<file path="src/rtl/ahb_rr_arbiter.sv">
// Round-robin AHB2 request/grant arbiter with locked-transfer hold, and the
// address/data-phase bus multiplexer in front of the shared AHB-to-APB bridge.
module ahb_rr_arbiter #(
    parameter int unsigned NUM_MASTERS = 4,
    parameter int unsigned ADDRWIDTH   = 16,
    parameter int unsigned DATAWIDTH   = 32
) (
    input  logic                             HCLK,
    input  logic                             HRESETn,
    input  logic [NUM_MASTERS-1:0]           HBUSREQ,
    input  logic [NUM_MASTERS-1:0]           HLOCK,
    input  logic [NUM_MASTERS*ADDRWIDTH-1:0] HADDR_M,
    input  logic [NUM_MASTERS*2-1:0]         HTRANS_M,
    input  logic [NUM_MASTERS-1:0]           HWRITE_M,
    input  logic [NUM_MASTERS*3-1:0]         HSIZE_M,
    input  logic [NUM_MASTERS*4-1:0]         HPROT_M,
    input  logic [NUM_MASTERS*DATAWIDTH-1:0] HWDATA_M,
    input  logic                             HREADY,
    output logic [NUM_MASTERS-1:0]           HGRANT,
    output logic [2:0]                       HMASTER,
    output logic                             HMASTLOCK,
    output logic [ADDRWIDTH-1:0]             HADDR,
    output logic [1:0]                       HTRANS,
    output logic                             HWRITE,
    output logic [2:0]                       HSIZE,
    output logic [3:0]                       HPROT,
    output logic [DATAWIDTH-1:0]             HWDATA
);

    localparam int unsigned IDXW = 3;
    localparam int unsigned MAXM = 8;

    logic [MAXM-1:0] req_ext;
    logic [MAXM-1:0] lock_ext;
    logic [IDXW-1:0] grant_idx;
    logic [IDXW-1:0] grant_nxt;
    logic [IDXW-1:0] dmaster;
    logic [IDXW:0]   cand;
    logic            found;

    // Non-existent masters read as idle so a 3-bit index is always safe.
    assign req_ext  = MAXM'(HBUSREQ);
    assign lock_ext = MAXM'(HLOCK);

    // Nearest requester after the current holder; holder itself is implicitly last.
    always_comb begin
        grant_nxt = grant_idx;
        found     = 1'b0;
        cand      = '0;
        if (!(req_ext[grant_idx] && lock_ext[grant_idx])) begin
            for (int unsigned k = 1; k < NUM_MASTERS; k++) begin
                cand = 4'(grant_idx) + 4'(k);
                if (cand >= 4'(NUM_MASTERS)) begin
                    cand = cand - 4'(NUM_MASTERS);
                end
                if (!found && req_ext[cand[IDXW-1:0]]) begin
                    grant_nxt = cand[IDXW-1:0];
                    found     = 1'b1;
                end
            end
        end
    end

    // Grant -> address owner -> data owner pipeline, frozen while HREADY is low.
    always_ff @(posedge HCLK or negedge HRESETn) begin
        if (!HRESETn) begin
            grant_idx <= '0;
            HMASTER   <= '0;
            HMASTLOCK <= 1'b0;
            dmaster   <= '0;
        end else if (HREADY) begin
            grant_idx <= grant_nxt;
            HMASTER   <= grant_idx;
            HMASTLOCK <= lock_ext[grant_idx];
            dmaster   <= HMASTER;
        end
    end

    always_comb begin
        HGRANT = '0;
        for (int unsigned i = 0; i < NUM_MASTERS; i++) begin
            if (grant_idx == 3'(i)) begin
                HGRANT[i] = 1'b1;
            end
        end
    end

    // Address-phase signals follow HMASTER, write data follows the data-phase owner.
    always_comb begin
        HADDR  = HADDR_M[ADDRWIDTH-1:0];
        HTRANS = HTRANS_M[1:0];
        HWRITE = HWRITE_M[0];
        HSIZE  = HSIZE_M[2:0];
        HPROT  = HPROT_M[3:0];
        HWDATA = HWDATA_M[DATAWIDTH-1:0];
        for (int unsigned i = 1; i < NUM_MASTERS; i++) begin
            if (HMASTER == 3'(i)) begin
                HADDR  = HADDR_M[i*ADDRWIDTH +: ADDRWIDTH];
                HTRANS = HTRANS_M[i*2 +: 2];
                HWRITE = HWRITE_M[i];
                HSIZE  = HSIZE_M[i*3 +: 3];
                HPROT  = HPROT_M[i*4 +: 4];
            end
            if (dmaster == 3'(i)) begin
                HWDATA = HWDATA_M[i*DATAWIDTH +: DATAWIDTH];
            end
        end
    end

endmodule

</file>
<file path="config.mk">
export PLATFORM = sky130hd
export DESIGN_NAME = ahb_rr_arbiter
export DESIGN_NICKNAME = d
export VERILOG_FILES = /design/src/rtl/ahb_rr_arbiter.sv
export SDC_FILE = /design/constraint.sdc
export NUM_CORES = 1
export LEC_CHECK = 0
export BUFFER_PORTS_ARGS = -buffer_cell sky130_fd_sc_hd__buf_2
export CORE_AREA = 2 2 120 122
export CTS_CLUSTER_SIZE = 28
export DETAILED_ROUTE_END_ITERATION = 7
export DIE_AREA = 0 0 122 124
export PLACE_DENSITY_LB_ADDON = 0.12
export SETUP_SLACK_MARGIN = 0.15
export SLEW_MARGIN = 20
export SYNTH_ARGS = -nofsm -noshare
export SYNTH_HDL_FRONTEND = slang
export SYNTH_SLANG_ARGS = --single-unit
</file>
<file path="constraint.sdc">
create_clock -name HCLK -period 3 [get_ports HCLK]
set_input_delay 0.3 -clock HCLK [delete_from_list [all_inputs] [get_ports HCLK]]
set_output_delay 0.3 -clock HCLK [all_outputs]
set_load 0.005 [all_outputs]
</file>
### Word-level counts from Yosys, hierarchy flattened

Cells that the tools add are included.

| word-level totals | value |
|---|---|
| register bits after elaboration | 10 |
| logic and storage cells | 80 |

| cells by class | value |
|---|---|
| add/sub/neg operators | 6 |
| $lt $le $gt $ge | 7 |
| eq/ne operators | 9 |
| muxes and demuxes | 45 |
| bitwise operators | 1 |
| reduce and logical (&&, ||, !) cells | 8 |

Operator list:

| cell | count |
|---|---|
| two-way mux 32 bit | 3 |
| two-way mux 16 bit | 3 |
| two-way mux 3 bit | 12 |
| == test 3 x 2 -> 1 bit, second input constant | 6 |
| < comparator 3 x 4 -> 1 bit, second input constant | 4 |
| two-way mux 1 bit | 16 |
| binary-select mux 1 bit (select 3 bit) | 5 |
| greater-or-equal comparator 4 x 3 -> 1 bit, second input constant | 3 |
| two-way mux 4 bit | 3 |
| == test 3 x 1 -> 1 bit, second input constant | 3 |
| subtractor 3 bit, second input constant | 3 |
| adder 3 x 2 -> 4 bit, second input constant | 2 |
| two-way mux 2 bit | 3 |
| adder 3 x 1 -> 4 bit, second input constant | 1 |
| logical AND 1 bit | 3 |
| logical NOT 3 bit | 1 |
| AND reduction 3 bit | 1 |
| nonzero test 3 bit | 1 |
| logical NOT 1 bit | 2 |
| inverter 1 bit | 1 |

### Longest topological paths before layout

Gate-level depths: netlist (run 1).

| logic depth | value |
|---|---|
| depth in word-level cells | 16 |
| gate-level depth with buffers | 8 |
| gate-level depth less buffers | 7 |

### Least setup slack after synthesis (run 1)

Ideal clock, no wire load.

| timing path | value |
|---|---|
| path kind | register to register |
| start point | register grant_idx[0] |
| end point | register grant_idx[1] |
| library setup time | 0.125 ns |
| arrival time | 1.964 ns |
| data required time | 2.875 ns |
| setup slack | 0.911 ns |
| stages on the path, launching flop included | 9 |
| buffers on the path | 1 |
| path through | dfrtp_1 -> buf_6 -> inv_1 -> ha_1 -> mux4_2 -> o31ai_4 -> o211ai_4 -> nor2b_4 -> mux2_4 |

| between the ends | value |
|---|---|
| word-level cells in the longest chain between the ends | 16 |

Ends and longest elaborated chain:

| item | RTL line | text |
|---|---|---|
| from (decl) | 35 | `logic [IDXW-1:0] grant_idx;` |
| from (signal assigned) | 72 | `grant_idx <= grant_nxt;` |
| adder 3 x 1 -> 4 bit | 52 | `cand = 4'(grant_idx) + 4'(k);` |
| greater-or-equal comparator 4 x 3 -> 1 bit / subtractor 3 bit (equally long branches) | 53, 54 |  |
| two-way mux 3 bit | 53 | `if (cand >= 4'(NUM_MASTERS)) begin` |
| two-way mux 3 bit | 50 | `if (!(req_ext[grant_idx] && lock_ext[grant_idx])) begin` |
| binary-select mux 1 bit (select 3 bit) | 56 | `if (!found && req_ext[cand[IDXW-1:0]]) begin` |
| two-way mux 1 bit (not written as such) | 56 |  |
| two-way mux 1 bit | 56 |  |
| two-way mux 1 bit | 50 |  |
| logical NOT 1 bit | 56 |  |
| logical AND 1 bit | 56 |  |
| two-way mux 1 bit | 56 |  |
| two-way mux 1 bit | 50 |  |
| logical NOT 1 bit | 56 |  |
| logical AND 1 bit | 56 |  |
| nonzero test 3 bit (no line) | - |  |
| AND reduction 3 bit (no line) | - |  |

Several ways; a longest one is shown, not always the timed one. The select of a mux whose other input is x is not followed.
A chain may end at the register's enable or synchronous reset.

### Final worst setup path (run 1)

| timing path | value |
|---|---|
| start point | register dmaster[2] |
| end point | output HWDATA[23] |

| between the ends | value |
|---|---|
| word-level cells in the longest chain between the ends | 4 |

Ends and longest elaborated chain:

| item | RTL line | text |
|---|---|---|
| from (decl) | 37 | `logic [IDXW-1:0] dmaster;` |
| from (signal assigned) | 70 | `dmaster <= '0;` |
| from (signal assigned) | 75 | `dmaster <= HMASTER;` |
| == test 3 x 1 -> 1 bit | 104 | `if (dmaster == 3'(i)) begin` |
| two-way mux 32 bit (2 in a row) | 104 |  |
| two-way mux 32 bit (*) | 104 |  |
| to (decl) | 27 | `output logic [DATAWIDTH-1:0] HWDATA` |

Mark *: on every way between the ends. The rest lies on a longest branch, timed or not.

==> results of run 1 <==
==> per-layer routing <==
layer	vias up	track usage, %
met2	144	31.8
met1	1915	19.1
met5	-	0
li1	2116	-
met4	0	3.74
met3	12	1.83
==> cells in the final DEF, fill, tap and decap left out, drive strengths merged, types with 2 or more instances in the layout <==
cell,Yosys,routed
inv,26,26
nand2,34,34
nand3,3,3
nor2b,11,11
o21ai,39,39
mux2,14,14
a22oi,5,5
mux2i,54,54
mux4,4,4
ha,6,6
o211ai,2,2
buf,13,319
a21oi,60,60
nor3b,4,4
a221oi,21,21
dfrtp,10,10
nor2,99,99
clkbuf,27,4
==> Yosys cell counts, drive strengths merged <==
master / count / share of area [%]
nor2: 99 / 13
a21oi: 60 / 11
mux2i: 54 / 19
o21ai: 39 / 7.0
nand2: 34 / 4.5
clkbuf: 27 / 3.9
inv: 26 / 3.4
a221oi: 21 / 6.4
mux2: 14 / 5.6
buf: 13 / 2.2
nor2b: 11 / 2.7
dfrtp: 10 / 8.7
ha: 6 / 2.6
a22oi: 5 / 1.3
mux4: 4 / 3.5
nor3b: 4 / 1.0
nand3: 3 / 0.52
o211ai: 2 / 1.0
a211o: 1 / 0.35
and2: 1 / 0.26
and3b: 1 / 0.31
nand4: 1 / 0.22
nand4b: 1 / 0.31
o2111ai: 1 / 0.31
o31ai: 1 / 0.74
or3: 1 / 0.22
xnor2: 1 / 0.31
==> layout make-up <==
class	instances	area, sq um	share of cell area (%)
Tap cell	180	225	4.83
Inverter	26	97.6	2.09
Antenna cell	1	2.50	0.0536
Multi-Input combinational cell	365	2350	50.4
Timing Repair Buffer	320	1650	35.3
Clock buffer	4	88.8	1.90
Sequential cell	10	253	5.42
==> through the flow <==
| step | std cells | instance area, sq um | setup WS (ns) |
|---|---|---|---|
| 2_1_floorplan | 441 | 2860 | 0.911 |
| 5_1_grt | 906 | 4670 | 0.405 |
| 6_report | 906 | 4670 | 0.612 |
| 3_5_place_dp | 900 | 4560 | 0.848 |
| 3_3_place_gp | 900 | 4560 | 0.873 |
| 4_1_cts | 905 | 4660 | 0.581 |
==> cell families (layout without fill, tap and decap cells) <==
kind of cell,Yosys count,count (layout),share of synthesized area [%]
fa+ha+maj,6,6,2.62
xor+xnor,1,1,0.306
mux,72,72,28.1
flops,10,10,8.75
other cells,0,1,0
simple gates,156,156,23.0
compound gates,130,130,27.7
buf+inv,66,350,9.49
==> flip-flops by register name, summed over array words and instances (netlist names) <==
register / flops
HMASTER: 3
HMASTLOCK: 1
grant_idx: 3
dmaster: 3
==> worst max path at each step <==
stage | startpoint | end | cells after the start
floorplan | grant_idx[0] | grant_idx[1] | 8
global placement | HMASTER[1] | HSIZE[2] | 5
detailed placement | dmaster[2] | HWDATA[23] | 7
CTS | dmaster[2] | HWDATA[23] | 7
global route | dmaster[2] | HWDATA[23] | 7
finish | dmaster[2] | HWDATA[23] | 7
==> where the power goes <==
part           switching [uW]  internal [uW]
logic                    1780           1520
clock network            62.5            200
registers                81.7            185
total                    1920           1910
==> repair_timing <==
item | in CTS | in global routing
gates resized for setup | 0 | 0
hold buffers | 1 | 0
endpoints found under the hold margin | 10 | 0
==> results_dict.tcl, run 1 <==
set metrics [dict create \
    cap_violations 0 \
    dieArea_sq_mm 0.0151 \
    r2r_end "grant_idx[1]" \
    peakVddDrop_uv 342 \
    status "complete, no violations" \
    clock.fmax_mhz 419 \
    grt_overflow_total 0 \
    post-dp-hpwl_um 11300 \
    cts_setup_buffers 0 \
    ios 309 \
    clock_sinks 10 \
    root_buffer "clkbuf_16" \
    die_h_um 124 \
    drive_gt1_share_pct 48.3 \
    critPathSlowestCell "buf_4" \
    drtIter0Drc 173 \
    grt_usage_pct 16.4 \
    seq_area_frac_synth_pct 8.75 \
    fin_skew_ns 0.00311 \
    r2r_cells 8 \
    synth-seq-cells 10 \
    hold_slack_ns 0.443 \
    grt_max_degree 65 \
    wl_per_cell_um 15.4 \
    holdCritPathClass "in -> async" \
    dr_wl_met3_um 750 \
    r2r-start "grant_idx[0]" \
    hold_viol_final 0 \
    cp_cell_sequence "nor3b_2, buf_4, mux2i_1, nor2_1, a21oi_1, o21ai_0, buf_2" \
    clockBufferDepth 2 \
    die_x_um 122 \
    antenna_found_initial 1 \
    area_growth_pct 63.1 \
    wl_um 13900 \
    cts.htree.levels 1 \
    synthDistinctLibCells 37 \
    gp_congestion 0.837 \
    cp.buffers_inverters 2 \
    power-per-cell-area_mw_per_mm2 821 \
    insertion_delay_ns 0.24 \
    fillerInstances 1528 \
    p_leak_uw 0.00249 \
    final_util_pct 34.0 \
    rows 43 \
    vias_per_cell 4.62 \
    crit_path_max_incr_delay_ns 0.49 \
    grt_pass1_wl_um 19600 \
    syn_avg_cell_area_sq_um 6.49 \
    crit_family "buffers and inverters" \
    crit_type "reg -> out" \
    setup.worst_path.end_class "primary output" \
    synth_area_sq_mm 0.00286 \
    timing.final.crit_period_ns 2.39 \
    cts_tree "built" \
    grt_pass1_vias 3882 \
    drc 0 \
    rsz0062_at_grt "no" \
    worst-path-max-fanout 32 \
    drv_slew 0 \
    synthCells 441 \
    cts_buffers 3 \
    syn_nets 690 \
    start_util_pct 20.8 \
    startpoint_type "register" \
    finalPower_uw 3830 \
    tightest_slew_ns 0.616 \
    final-setup-viol-count 0 \
    fin_setup_tns_ns 0 \
    core_area_sq_mm 0.0137 \
    drtPass1Iterations 4 \
    yosys_warnings 0 \
    vias 4187 \
    reg2reg_setup_slack_ns 0.95 \
    antenna_left 0 \
    fin_nets 975 \
    wl_met1_um 5500 \
    relSlewSlack_pct 58.9 \
    top_layer_used "met4" \
    period_share_pct 79.6 \
    numPortBuffers 308 \
    crit_required_ns 2.70 \
    clk_pin_slew_ns 0.04 \
    met2RoutedLength_um 7530 \
    crit_arrival_ns 2.09 \
]
No activity file was read; power rests on OpenSTA's default activity.
==> run 2, diff against run 1 <==
==> constraint.sdc (replaced) <==
create_clock -name HCLK -period 2.5 [get_ports HCLK]
set_input_delay 0.25 -clock HCLK [delete_from_list [all_inputs] [get_ports HCLK]]
set_output_delay 0.25 -clock HCLK [all_outputs]
set_load 0.005 [all_outputs]
==> run 2 against run 1 <==
- die area did not move
- largest power group unchanged
- clock power rose by 19%
- non-clock buffer count rose by 1
- first-iteration DRC count rose by 25%
==> results_dict.tcl, run 2 (synthesis gave the netlist of run 1 again) <==
set metrics [dict create \
    cts_setup_buffers 0 \
    crit_arrival_ns 1.90 \
    drtPass1Iterations 4 \
    root_buffer "clkbuf_16" \
    grt_pass1_vias 3944 \
    grt_pass1_wl_um 19300 \
    fin_skew_ns 0.00155 \
    reg.largest.list "HMASTER: 3 flops, dmaster: 3 flops, grant_idx: 3 flops" \
    power-per-cell-area_mw_per_mm2 987 \
    mostFrequentLayoutCells "buf_2 (308), nor2_1 (99), a21oi_1 (59), mux2i_1 (54), o21ai_0 (38)" \
    rows 43 \
    num_antenna_cells 0 \
    finalPower_uw 4650 \
    period_share_pct 86.1 \
    drv_slew 0 \
    vias_per_cell 4.61 \
    drtIter0Drc 216 \
    tightest_slew_ns 0.566 \
    dieArea_sq_mm 0.0151 \
    p_leak_uw 0.00250 \
    insertion_delay_ns 0.23 \
    status "complete, no violations" \
    cap_violations 0 \
    vias 4173 \
    antenna_left 0 \
    gp_congestion 0.831 \
    cp.buffers_inverters 2 \
    antenna_found_initial 0 \
    clock_sinks 10 \
    start_util_pct 20.8 \
    crit_required_ns 2.25 \
    fin_nets 976 \
    drive_gt1_share_pct 48.3 \
    final_util_pct 34.3 \
    wl_um 13600 \
    timing.final.crit_period_ns 2.15 \
    rsz0062_at_grt "no" \
    cts.htree.levels 1 \
    clk_pin_slew_ns 0.04 \
    dp_cells 901 \
    core_area_sq_mm 0.0137 \
    ios 309 \
    die_h_um 124 \
    setup.worst_path.end_class "primary output" \
    grt_usage_pct 15.9 \
    crit_family "buffers and inverters" \
    cts_tree "built" \
    crit_path_max_incr_delay_ns 0.41 \
    numPortBuffers 308 \
    holdCritPathClass "in -> async" \
    cp_cell_sequence "nor3b_2, buf_12, mux2i_1, nor2_1, a21oi_1, o21ai_0, buf_2" \
    grt_overflow_total 0 \
    stdcell_area_sq_mm 0.00471 \
    relSlewSlack_pct 62.3 \
    drc 0 \
    worst-path-max-fanout 32 \
    clockBufferDepth 2 \
    clock.fmax_mhz 465 \
    fin_setup_tns_ns 0 \
    cts.repair.resized 0 \
    area_growth_pct 64.6 \
    critPathSlowestCell "dfrtp_1" \
    crit_type "reg -> out" \
    grt_max_degree 65 \
    layout_commonest_cell "buf_2" \
    startpoint_type "register" \
    die_x_um 122 \
    cts_buffers 3 \
    final-setup-viol-count 0 \
    fin_cells 906 \
    hold_viol_final 0 \
    peakVddDrop_uv 672 \
    post-dp-hpwl_um 11200 \
    place_area_sq_mm 0.00461 \
    wl_per_cell_um 15.0 \
]
[run 2: stage by stage]
stage                     setup slack, ns  hold WS (ns)
after floorplan                     0.411       -0.0456
after global placement              0.474         0.127
after detailed placement            0.441         0.125
after CTS                           0.332         0.405
after global routing                0.214         0.437
final                               0.349         0.408
[run 2: where the power goes]
| group | switching (uW) | internal [uW] | leakage [uW] |
|---|---|---|---|
| Sequential | 59.0 | 224 | 0.000122 |
| Clock | 73.6 | 240 | 0.0000442 |
| Combinational | 2170 | 1880 | 0.00234 |
| Total | 2300 | 2350 | 0.00250 |
[run 2: layout make-up]
type | count | area (sq um)
Timing Repair Buffer | 321 | 1690
Clock buffer | 4 | 88.8
Multi-Input combinational cell | 365 | 2350
Fill cell | 1522 | 9010
Tap cell | 180 | 225
Inverter | 26 | 97.6
Sequential cell | 10 | 253
[run 2: what timing repair did]
action	CTS	global route
hold buffers	1	0
hold endpoints to repair	10	0
endpoints found under the setup margin	0	0
[run 2: metal layers]
| layer | global-route usage, % | up-vias | routed length, um |
|---|---|---|---|
| met2 | 31.4 | 125 | 7320 |
| met3 | 1.60 | 16 | 742 |
| met4 | 2.59 | 0 | 184 |
| met1 | 18.7 | 1917 | 5320 |
| met5 | 0 | - | 0 |
| li1 | - | 2115 | - |
[run 2: final timing paths]
check | from | endpoint | slack (ns) | cells past startpoint
worst max register to register | grant_idx[0] | grant_idx[1] | 0.44 | 8
worst min-delay path | HRESETn | HMASTLOCK | 0.41 | 2
worst max-delay path | dmaster[2] | HWDATA[5] | 0.35 | 7
worst min register to register | grant_idx[0] | HMASTER[0] | 0.53 | 1
max in group asynchronous | HRESETn | HMASTER[1] | 1.88 | 2
min in group HCLK | HREADY | grant_idx[2] | 0.41 | 2
==> run 3, diff against run 2 <==
--- a/config.mk
+++ b/config.mk
@@ -11,6 +11,7 @@
 export DETAILED_ROUTE_END_ITERATION = 7
 export DIE_AREA = 0 0 122 124
 export PLACE_DENSITY_LB_ADDON = 0.12
+export RECOVER_POWER = 25
 export SETUP_SLACK_MARGIN = 0.15
 export SLEW_MARGIN = 20
 export SYNTH_ARGS = -nofsm -noshare
==> run 3 against run 2 <==
- clock skew is essentially flat
- die area is the same
- global-route usage is the same
- largest power group unchanged
- critical endpoint is now HADDR[0]
- highest routed layer unchanged
==> results_dict.tcl, run 3 (synthesis gave the netlist of run 1 again) <==
set metrics [dict create \
    drv_slew 0 \
    r2r_end "grant_idx[1]" \
    worstHoldStart "HREADY" \
    drtPass1Iterations 4 \
    reg.largest.list "HMASTER: 3 flops, dmaster: 3 flops, grant_idx: 3 flops" \
    worstSetupStartpoint "HMASTER[1]" \
    fin_nets 976 \
    area_growth_pct 64.3 \
    period_share_pct 89.3 \
    clockBufferDepth 2 \
    drtIter0Drc 211 \
    cp_cell_sequence "buf_12, buf_4, nor2_1, a21oi_1, nor2_1, a221oi_1, buf_2" \
    crit_arrival_ns 1.98 \
    clk_pin_slew_ns 0.04 \
    core_area_sq_mm 0.0137 \
    fin_skew_ns 0.00148 \
    crit_family "buffers and inverters" \
    rows 43 \
    cts_buffers 3 \
    numPortBuffers 308 \
    p_leak_uw 0.00250 \
    drc 0 \
    gp_congestion 0.831 \
    min_path_cells 2 \
    ios 309 \
    start_util_pct 20.8 \
    holdCritPathClass "in -> reg" \
    die_x_um 122 \
    die_h_um 124 \
    antenna_found_initial 0 \
    relSlewSlack_pct 62.5 \
    tightest_slew_ns 0.562 \
    critPathSlowestCell "dfrtp_1" \
    grt_pass1_vias 3944 \
    grt_overflow_total 0 \
    cap_violations 0 \
    wl_per_cell_um 15.0 \
    timing.final.crit_period_ns 2.23 \
    insertion_delay_ns 0.23 \
    final-setup-viol-count 0 \
    hold_slack_ns 0.412 \
    mostFrequentLayoutCells "buf_2 (307), nor2_1 (99), a21oi_1 (59), mux2i_1 (54), o21ai_0 (38)" \
    grt_usage_pct 15.9 \
    root_buffer "clkbuf_16" \
    status "complete, no violations" \
    wl_um 13600 \
    vias 4173 \
    dieArea_sq_mm 0.0151 \
    r2r_cells 8 \
    power-per-cell-area_mw_per_mm2 988 \
    cts_tree "built" \
    r2r-start "grant_idx[1]" \
    peakVddDrop_uv 671 \
    crit_path_max_incr_delay_ns 0.54 \
    vias_per_cell 4.61 \
    antenna_left 0 \
    rsz0062_at_grt "no" \
    clock_sinks 10 \
    cp.buffers_inverters 3 \
    fillerInstances 1526 \
    clock.fmax_mhz 448 \
    grt_pass1_wl_um 19300 \
    crit_required_ns 2.25 \
    drive_gt1_share_pct 47.8 \
    worst-path-max-fanout 60 \
    grt_max_degree 65 \
    num_antenna_cells 0 \
    crit_top_cell "nor2_1" \
    fin_setup_tns_ns 0 \
    startpoint_type "register" \
    multi_input_area_sq_mm 0.00235 \
    layout_commonest_cell "buf_2" \
    hold_end "grant_idx[2]" \
    setup.worst_path.end_class "primary output" \
    post-dp-hpwl_um 11200 \
    cts.htree.levels 1 \
    regArea_sq_um 250 \
    crit_type "reg -> out" \
    hold_viol_final 0 \
    reg2reg_setup_slack_ns 0.28 \
]
==> run 3: cell count changes in the layout (fill, tap and decap cells not counted) <==
cell      change
clkbuf_1      +2
buf_4         -1
dfrtp_2       -2
dfrtp_1       +2
buf_2         -1
==> run 3: stage by stage <==
step | cells | util, % | power [uW] | worst slack, ns | instance area (sq um)
after floorplan | 441 | - | 2830 | 0.411 | 2860
after detailed placement | 901 | 33.6 | 4390 | 0.441 | 4610
after global placement | 901 | 33.6 | 4350 | 0.474 | 4610
after CTS | 906 | 34.3 | 4730 | 0.332 | 4710
final | 906 | 34.3 | 4640 | 0.267 | 4700
after global routing | 906 | 34.3 | 5140 | 0.108 | 4700
==> run 3: repair_timing <==
action,CTS,global route
gates resized for setup,0,0
buffers inserted,0,0
hold endpoints to repair,10,0
hold buffers,1,0
==> run 3: where the power goes <==
part           switching, uW  internal [uW]
sequential              58.8            222
combinational           2180           1870
clock                   73.7            240
total                   2310           2340
==> run 3: worst max-delay path by stage <==
stage / end / slack, ns / depth (start not counted)
floorplan: grant_idx[1] / 0.41 / 8
global placement: grant_idx[1] / 0.47 / 8
detailed placement: grant_idx[1] / 0.44 / 8
CTS: HWDATA[5] / 0.33 / 7
global route: HADDR[0] / 0.11 / 7
finish: HADDR[0] / 0.27 / 7
==> run 3: cell type report <==
cell class | count | share of cell area (%)
Clock buffer | 4 | 1.89
Inverter | 26 | 2.08
Multi-Input combinational cell | 365 | 50.0
Sequential cell | 10 | 5.32
Tap cell | 180 | 4.79
Timing Repair Buffer | 321 | 35.9
==> run 3: layer usage <==
metal	wire length, um	track usage (%)	vias up
li1	-	-	2117
met1	5340	18.7	1906
met2	7320	31.4	134
met3	744	1.60	16
met4	182	2.59	0
met5	0	0	-
